<file path="src/rtl/dff_share_arb.sv">
// -----------------------------------------------------------------------------
// dff_share_arb
//
// Round-robin arbiter guarding one shared WIDTH-bit register. Each cycle at
// most one requester wins; its data is loaded into the shared register on the
// same edge that raises its grant. The block also tracks which requester last
// wrote the register, whether the register holds requester data, and a
// saturating count of accepted writes.
//
// Optional feature macro: DFF_SHARE_ARB_LOCK_EN
//   When defined, a per-requester lock input lets the winner keep exclusive
//   access (LOCKED state) until it drops its lock bit.
//
// Parameters
//   N_REQ   number of requesters (2..16)
//   WIDTH   shared register width (>= 1)
//   OW      owner index width, derived from N_REQ
//
// Ports
//   clk       in   clock, all state on the rising edge
//   rst_n     in   asynchronous active-low reset
//   req       in   [N_REQ]        level write request per requester
//   wdata     in   [N_REQ*WIDTH]  requester i data at [i*WIDTH +: WIDTH]
//   clr       in   synchronous clear of the shared register, beats requests
//   lock      in   [N_REQ]        lock request (only with DFF_SHARE_ARB_LOCK_EN)
//   gnt       out  [N_REQ]        registered one-hot grant pulse
//   q         out  [WIDTH]        shared register
//   q_owner   out  [OW]           index of the requester that last wrote q
//   q_vld     out  q holds requester data since reset / clr
//   wr_count  out  [16]           accepted writes since reset, saturating
// -----------------------------------------------------------------------------
module dff_share_arb #(
   parameter  int N_REQ = 4,
   parameter  int WIDTH = 8,
   localparam int OW    = $clog2(N_REQ)
) (
   input  logic                   clk,
   input  logic                   rst_n,
   input  logic [N_REQ-1:0]       req,
   input  logic [N_REQ*WIDTH-1:0] wdata,
   input  logic                   clr,
`ifdef DFF_SHARE_ARB_LOCK_EN
   input  logic [N_REQ-1:0]       lock,
`endif
   output logic [N_REQ-1:0]       gnt,
   output logic [WIDTH-1:0]       q,
   output logic [OW-1:0]          q_owner,
   output logic                   q_vld,
   output logic [15:0]            wr_count
);

   // --------------------------------------------------------------------------
   // State encoding. IDLE and GRANT mirror gnt == 0 / gnt one-hot; LOCKED only
   // exists when the lock feature is built in.
   // --------------------------------------------------------------------------
   localparam logic [1:0] S_IDLE   = 2'd0;
   localparam logic [1:0] S_GRANT  = 2'd1;
`ifdef DFF_SHARE_ARB_LOCK_EN
   localparam logic [1:0] S_LOCKED = 2'd2;
`endif

   localparam logic [N_REQ-1:0] ONE_HOT0 = {{(N_REQ-1){1'b0}}, 1'b1};
   // N_REQ expressed in the OW+1 bit width used for modulo arithmetic.
   localparam logic [OW:0]      N_REQ_W  = (OW+1)'(N_REQ);
   localparam logic [15:0]      CNT_MAX  = 16'hFFFF;

   // --------------------------------------------------------------------------
   // Registers
   // --------------------------------------------------------------------------
   logic [N_REQ-1:0] r_gnt;
   logic [WIDTH-1:0] r_q;
   logic [OW-1:0]    r_owner;
   logic             r_vld;
   logic [15:0]      r_cnt;
   logic [OW-1:0]    r_ptr;
   logic [1:0]       r_state;

   // --------------------------------------------------------------------------
   // Combinational arbitration
   // --------------------------------------------------------------------------
   logic             w_lock_hold;   // LOCKED and the owner still holds its lock
   logic             w_lock_win;    // winner asks for a lock on this edge
   logic [N_REQ-1:0] w_elig;
   logic             w_found;
   logic [OW-1:0]    w_win;
   logic [OW:0]      w_sum;
   logic [OW:0]      w_next;
   logic [1:0]       w_state_nxt;

`ifdef DFF_SHARE_ARB_LOCK_EN
   assign w_lock_hold = (r_state == S_LOCKED) && lock[r_owner];
   assign w_lock_win  = lock[w_win];
`else
   assign w_lock_hold = 1'b0;
   assign w_lock_win  = 1'b0;
`endif

   // Eligible set. The requester granted last cycle is masked so nobody wins
   // two edges in a row; a level req still high afterwards is a new request.
   always_comb begin
      // NOTE: every variable written here gets a default first, so no path
      // leaves it unassigned and no latch is inferred.
      w_elig = req & ~r_gnt;
      case (r_state)
         S_IDLE:  w_elig = req;            // gnt is zero, nothing to mask
         S_GRANT: w_elig = req & ~r_gnt;
`ifdef DFF_SHARE_ARB_LOCK_EN
         S_LOCKED: begin
            // While the lock is held only the owner may compete.
            if (w_lock_hold) begin
               w_elig = req & ~r_gnt & (ONE_HOT0 << r_owner);
            end else begin
               w_elig = req & ~r_gnt;
            end
         end
`endif
         default: w_elig = req & ~r_gnt;
      endcase
   end

   // Search upward from the pointer, wrapping modulo N_REQ; first hit wins.
   always_comb begin
      w_found = 1'b0;
      w_win   = '0;
      w_sum   = '0;
      for (int i = 0; i < N_REQ; i++) begin
         w_sum = {1'b0, r_ptr} + (OW+1)'(i);
         if (w_sum >= N_REQ_W) begin
            w_sum = w_sum - N_REQ_W;
         end
         if (!w_found && w_elig[w_sum[OW-1:0]]) begin
            w_found = 1'b1;
            w_win   = w_sum[OW-1:0];
         end
      end
   end

   // Pointer moves to the slot just after the winner.
   always_comb begin
      w_next = {1'b0, w_win} + (OW+1)'(1);
      if (w_next == N_REQ_W) begin
         w_next = '0;
      end
   end

   // Next state for the non-clear cases; clr is handled in the register block.
   always_comb begin
      w_state_nxt = S_IDLE;
      if (w_found) begin
         w_state_nxt = S_GRANT;
`ifdef DFF_SHARE_ARB_LOCK_EN
         if (w_lock_hold || w_lock_win) begin
            w_state_nxt = S_LOCKED;
         end
`endif
      end else begin
`ifdef DFF_SHARE_ARB_LOCK_EN
         // Owner is gnt-masked this edge but keeps its lock.
         if (w_lock_hold) begin
            w_state_nxt = S_LOCKED;
         end
`endif
      end
   end

   // --------------------------------------------------------------------------
   // State registers
   // --------------------------------------------------------------------------
   always_ff @(posedge clk or negedge rst_n) begin
      // NOTE: sequential state uses non-blocking assignments so every flop
      // samples pre-edge values regardless of statement order.
      if (!rst_n) begin
         r_gnt   <= '0;
         r_q     <= '0;
         r_owner <= '0;
         r_vld   <= 1'b0;
         r_cnt   <= '0;
         r_ptr   <= '0;
         r_state <= S_IDLE;
      end else if (clr) begin
         // Clear wins over any request; ptr and the write count are kept, and
         // pending requests simply re-arbitrate next cycle.
         r_gnt   <= '0;
         r_q     <= '0;
         r_owner <= '0;
         r_vld   <= 1'b0;
         r_state <= S_IDLE;
      end else if (w_found) begin
         r_gnt   <= ONE_HOT0 << w_win;
         r_q     <= wdata[w_win*WIDTH +: WIDTH];
         r_owner <= w_win;
         r_vld   <= 1'b1;
         if (r_cnt != CNT_MAX) begin
            r_cnt <= r_cnt + 16'd1;
         end
         // A locked owner re-winning does not move the round-robin pointer.
         if (!w_lock_hold) begin
            r_ptr <= w_next[OW-1:0];
         end
         r_state <= w_state_nxt;
      end else begin
         r_gnt   <= '0;
         r_state <= w_state_nxt;
      end
   end

   // --------------------------------------------------------------------------
   // Outputs are driven straight from flops.
   // --------------------------------------------------------------------------
   assign gnt      = r_gnt;
   assign q        = r_q;
   assign q_owner  = r_owner;
   assign q_vld    = r_vld;
   assign wr_count = r_cnt;

endmodule
</file>
<file path="config.mk">
export PLATFORM = sky130hd
export DESIGN_NAME = dff_share_arb
export DESIGN_NICKNAME = d
export VERILOG_FILES = /design/src/rtl/dff_share_arb.sv
export SDC_FILE = /design/constraint.sdc
export NUM_CORES = 1
export LEC_CHECK = 0
export CELL_PAD_IN_SITES_DETAIL_PLACEMENT = 1
export CELL_PAD_IN_SITES_GLOBAL_PLACEMENT = 2
export CORE_MARGIN = 4
export CORE_UTILIZATION = 27
export CTS_BUF_LIST = sky130_fd_sc_hd__clkbuf_4 sky130_fd_sc_hd__clkbuf_8 sky130_fd_sc_hd__clkbuf_16
export CTS_CLUSTER_SIZE = 14
export DETAILED_ROUTE_END_ITERATION = 6
export MAX_ROUTING_LAYER = met4
export PLACE_DENSITY = 0.78
export SLEW_MARGIN = 40
export SYNTH_ARGS = -nofsm -noshare
export SYNTH_HDL_FRONTEND = slang
export SYNTH_SLANG_ARGS = --single-unit
</file>
<file path="constraint.sdc">
create_clock -name clk -period 2.29 [get_ports clk]
set_input_delay 0.687 -clock clk [delete_from_list [all_inputs] [get_ports clk]]
set_output_delay 0.687 -clock clk [all_outputs]
set_load 0.1 [all_outputs]
</file>
After elaboration in Yosys (flattened, before gate mapping)
Index checks and enable logic that the tools add are counted.
{ "word_totals": {"romBits": 0, "reg_bits": 35, "latch_bits": 0, "memories": 0, "ramBits": 0, "input_bits": 39} }
{ "classes": {"eq_ne": 2, "n_div": 0, "n_shift": 2, "n_lt_le_gt_ge": 8, "bitwise_logic": 3, "muxes": 32, "mul": 0, "n_addsub": 9, "n_reduce_logical": 10} }
{ "ops": {"columns": ["op", "count"], "rows": [
  ["$shiftx 32x6->8", 1],
  ["$mux 2", 12],
  ["$add 16x1->16 const B", 1],
  ["$mux 8", 2],
  ["$ne 16x16->1 const B", 1],
  ["$lt 2x3->1 const B", 4],
  ["$mux 4", 3],
  ["$mux 1", 11],
  ["$ge 3x3->1 const B", 3],
  ["$bmux 1 s2", 4],
  ["$sub 2x1->2 const B", 4],
  ["$add 2x1->3 const B", 2],
  ["$add 2x2->3 const B", 2],
  ["$and 4x4->4", 1],
  ["$not 4->4", 1],
  ["$shl 1x2->4 const A", 1],
  ["$eq 3x3->1 const B", 1],
  ["$ge 2x3->1 const B", 1],
  ["$logic_and 1x1->1", 3],
  ["$logic_not 1->1", 3],
  ["$reduce_and 3->1", 1],
  ["$logic_not 2->1", 1],
  ["$reduce_and 2->1", 1],
  ["$reduce_bool 2->1", 1],
  ["$not 1->1", 1]
]} }

Depth between registers and ports, before layout
{ "depth": {"word_depth": 18, "mapped_depth": 9, "mapped_depth_nobuf": 7} }

Worst setup path after synthesis
No wires, ideal clock.
{ "synth_timing": {"path_type": "register to register", "start": "register r_gnt[0], in the netlist gnt[0]", "end": "register r_ptr[1]", "arrival_ns": 2.228, "setup_time_ns": 0.127, "setup_slack_ns": -0.065, "stages_incl_launch_ff": 9, "required_ns": 2.163, "cell_sequence": "dfrtp_1 > a21boi_4 > o2bb2ai_1 > a211o_1 > buf_6 > inv_1 > ha_1 > nand2_1 > o21ai_0"} }
{ "synth_between": {"elab_chain_len": 18, "word_cells_on_any_way": 29, "cone_classes": "add/sub: 1; eq/ne: 1; mux: 18; bitwise: 2; reduce/logical: 7"} }
{ "synth_rtl": {"columns": ["item", "line", "source"], "rows": [
  ["start, declared", "70", "logic [N_REQ-1:0] r_gnt;"],
  ["start signal, assigned", "189", "r_gnt <= ONE_HOT0 << w_win;"],
  ["$not 4->4 *", "106, 117", null],
  ["$and 4x4->4 *", "106, 117", null],
  ["$mux 4 *", null, null],
  ["$bmux 1 s2", "131", "if (!w_found && w_elig[w_sum[OW-1:0]]) begin"],
  ["$mux 1 (not written as such)", "131", null],
  ["$mux 1", "131", null],
  ["$logic_not 1->1", "131", null],
  ["$logic_and 1x1->1", "131", null],
  ["[3 not listed]", null, null],
  ["$mux 1", "131", null],
  ["$logic_not 1->1", "131", null],
  ["$logic_and 1x1->1", "131", null],
  ["$mux 2 *", "131", null],
  ["$add 2x1->3 *", "140", "w_next = {1'b0, w_win} + (OW+1)'(1);"],
  ["$eq 3x3->1", "141", "if (w_next == N_REQ_W) begin"],
  ["$mux 2 *", "141", null],
  ["named net w_next[1]", "87", "logic [OW:0] w_next;"],
  ["end signal, assigned", "198", "r_ptr <= w_next[OW-1:0];"],
  ["end, declared", "75", "logic [OW-1:0] r_ptr;"]
]} }
The timed path passes the listed nets; every way through them passes the cells marked *. The select of a mux whose other input is x is not followed.
A chain may end at the register's enable or synchronous reset.

Final worst setup path
{ "layout_timing": {"start": "input req[2]", "end": "register r_gnt[0], in the netlist gnt[0]"} }
{ "layout_between": {"elab_chain_len": 17, "word_cells_on_any_way": 27, "cone_classes": "shift: 1; mux: 19; bitwise: 1; reduce/logical: 6"} }
{ "layout_rtl": {"columns": ["item", "line", "source"], "rows": [
  ["start, declared", "39", "input logic [N_REQ-1:0] req,"],
  ["$and 4x4->4", "106, 117", null],
  ["$mux 4 *", null, null],
  ["$bmux 1 s2", "131", null],
  ["$mux 1 (not written as such)", "131", null],
  ["$mux 1", "131", null],
  ["$logic_not 1->1", "131", null],
  ["$logic_and 1x1->1", "131", null],
  ["$mux 1", "131", null],
  ["$logic_not 1->1", "131", null],
  ["$logic_and 1x1->1", "131", null],
  ["$mux 1", "131", null],
  ["$logic_not 1->1", "131", null],
  ["$logic_and 1x1->1", "131", null],
  ["$mux 2", "131", null],
  ["$shl 1x2->4", "189", null],
  ["$mux 4 *", "188", "end else if (w_found) begin"],
  ["$mux 4 *", "180", "end else if (clr) begin"]
]} }
Mark *: on every way between the ends. The rest lies on a longest branch, timed or not. The select of a mux whose other input is x is not followed.

==> run metrics <==
starting density of the core=0.2809; Die ar.=slightly above 9000 sq um; final hold vios=0; Final Setup Violations=0; top cells by area, synth=dfrtp_1 41%, xor2_1 6.4%, nand2_1 4.2%; clk buf depth=2; setup tns final=0 ns; status=complete, no violations; area leader, netlist=dfrtp_1; relative slew slack=0.6119; I/O pin total=70; critical path fanouts, max=11; mean post-synth cell area=10.05 sq um; min Tclk post-route=~2.2 ns; final HPWL from detailed placement=between 5000 and 6000 microns; H-tree level count=2; number of synthesized register bits=34; n_diodes=0; max-slew violation count=0; routability cong.=0.8449; Sw Share=0.5511; TritonCTS clock tree=yes; synthesized area=2059 sq um; Setup Skew=approximately 0.0015 ns; nets=340; synth unique cells=48; Layout area overhead=54.74%; R2R Setup Slk=0.35 ns; Tot Pwr=between 4 and 5 mW; number of synthesized flops with an enable pin=0; combinational power share=0.603; startpoint types=input port; number of global-route vias before repair=2,163; largest net degree at the start of global routing=35; clock share of power=0.161; vias=1,973; worst hold path type=flop to flop; M1 GR Usage=0.1976; GR Util All Layers=0.1595; Pwr Density=about 1400 nW/um^2; final worst slack=0.07114 ns; die width=95.34 microns; Crit Path Class=input port to flop; DR vias/cell=4.982; Slew @ Worst Pin=0.5806 ns; achievable frequency=450.7 MHz; Critical Path AT=2.40 ns; worst slack, placed=-0.3367 ns; Total Wirelength=just under 7000 microns; synth cell count leaders=34 x dfrtp_1, 23 x nand2_1, 15 x xor2_1; # DRC=0; cell count after synthesis=205; first-pass GRT wire length=10,960 microns; period utilization=0.9689; initial antenna violation count=0; asr flop ratio synth=1.000; # fillers=828; Synth Net Count=between 200 and 250; number of nets with antenna violations after routing=0; initial DRC count=37; Seq pwr share=0.237; Most Crowded Layer GR=met2; Peak VDD IR=between 500 and 600 uV; Critical Path End Type=flop; share of post-route cells with drive strength above 1=0.3300; Core Util, Final=0.4347; RSZ-0062 raised after global routing=yes; die extent in y=95.34 microns; met2 Resource Use GR=0.2612; most frequent cell after synthesis=dfrtp_1; CTS clk-pin slew, worst paths=0.07 ns; first-pass iteration count of the detailed router=4; Clock Latency Late Sink=0.28 ns; # rows=31; YS warnings=0; post-synthesis sequential area ratio=0.4131; met3 Resource Use GR=0.02605; Port Buffers=roughly 70; Core Box Area=7331 sq um; hold_buf cts=0; Internal Pwr Total=1.946 mW; Synth Flop Type=dfrtp_1; clk root buf=clkbuf_8; Congestion Overflow GR=0; Synth top area share=0.4131; WP data required=around 2.5 ns; Max Cap Viol=0; CTS Buf Count=5; post-DR wirelength/cell=about 17 microns; Static Leak=1.377 nW; Psw=2.388 mW; clk sinks=34
[layout by cell type, fill, tap and decap left out, types with 2 or more instances in the layout]
cell type,netlist,layout
a21boi_4,1,2
xor2_1,15,15
and3_1,5,4
and3_4,1,2
a31oi_1,2,2
o21ai_1,9,10
a2111oi_2,0,4
nor4_2,2,5
a21boi_0,2,2
nor3_1,6,6
o221ai_1,9,9
clkbuf_8,0,6
nor2_1,3,2
a211oi_2,0,2
buf_4,1,53
clkdlybuf4s50_1,0,37
a21bo_2,4,4
bufinv_16,0,2
nand2b_1,2,2
a21oi_1,5,5
o21ai_0,5,4
ha_1,5,5
and2_1,6,6
inv_1,14,14
nand2_1,23,23
nor4_4,2,3
dfrtp_2,0,6
buf_12,0,3
a2111oi_0,8,3
dfrtp_1,34,28
a211oi_1,9,7
[power by group through the flow]
| stage | clock network, mW | logic, mW | registers [mW] |
|---|---|---|---|
| after floorplan | 0 | 0.599 | 2.24 |
| after global placement | 0 | 2.51 | 1.02 |
| after detailed placement | 0 | 2.53 | 1.03 |
| after CTS | 0.717 | 2.54 | 1.02 |
| after global routing | 0.740 | 2.75 | 1.06 |
| final | 0.696 | 2.61 | 1.03 |
[sequential cells by signal (all words and copies together) (netlist names)]
name,count
wr_count,16
gnt,4
r_state,1
r_ptr,2
q_owner,2
q_vld,1
q,8
[routing by layer]
layer	share of wire	wire (microns)
met5	0	0
met1	0.44	3000
met2	0.51	3458
met3	0.033	222
met4	0.022	150
[per-stage QoR]
| step | cell area [sq um] | std cells | hold slack, ns |
|---|---|---|---|
| 3_3_place_gp | 2930 | 387 | 0.4697 |
| 5_1_grt | 3187 | 396 | 0.5120 |
| 3_5_place_dp | 2930 | 387 | 0.4788 |
| 6_report | 3187 | 396 | 0.4923 |
| 4_1_cts | 3088 | 396 | 0.4943 |
| 2_1_floorplan | 2067 | 205 | 0.3914 |
[final cells by class]
cell class                      count  area, sq um  area share
Inverter                           14        52.55     0.01649
Sequential cell                    34        858.3      0.2693
Tap cell                           99        123.9     0.03887
Clock inverter                      2        60.06     0.01885
Multi-Input combinational cell    147         1169      0.3667
Timing Repair Buffer               94        840.8      0.2638
Clock buffer                        6        82.58     0.02591
[critical path, cell delays in order]
cell	delay, ns
clkdlybuf4s50_1	0.51
a21bo_2	0.28
a211oi_1	0.24
o21ai_1	0.14
buf_4	0.20
ha_1	0.21
and2_1	0.13
[timing repair]
item / 4_1_cts / 5_1_grt
resized for setup: 2 / 21
setup endpoints to repair: 3 / 26
buffers inserted: 1 / 0
pin swaps: 0 / 1
[cells by family after synthesis]
group,after synthesis,share of synthesized area
AO/OA/AOI/OAI,63,0.2327
XOR/XNOR,15,0.06379
adder cells (fa/ha/maj),5,0.03038
flip-flops,34,0.4131
AND/OR/NAND/NOR,63,0.1847
multiplexers,1,0.005467
buffers and inverters,24,0.06986
[worst paths after layout]
kind | from | end | cells after the start
worst max-delay path | req[2] | gnt[0]$_DFF_PN0_ | 7
worst min-delay path | wr_count[12]$_DFFE_PN0P_ | wr_count[12]$_DFFE_PN0P_ | 1
worst max register to register | r_state[0]$_DFF_PN0_ | q[2]$_DFFE_PN0P_ | 6
worst min register to register | wr_count[12]$_DFFE_PN0P_ | wr_count[12]$_DFFE_PN0P_ | 1
max in group asynchronous | rst_n | gnt[2]$_DFF_PN0_ | 2
min in group asynchronous | rst_n | wr_count[13]$_DFFE_PN0P_ | 2
(Power assumes the default switching activity.)
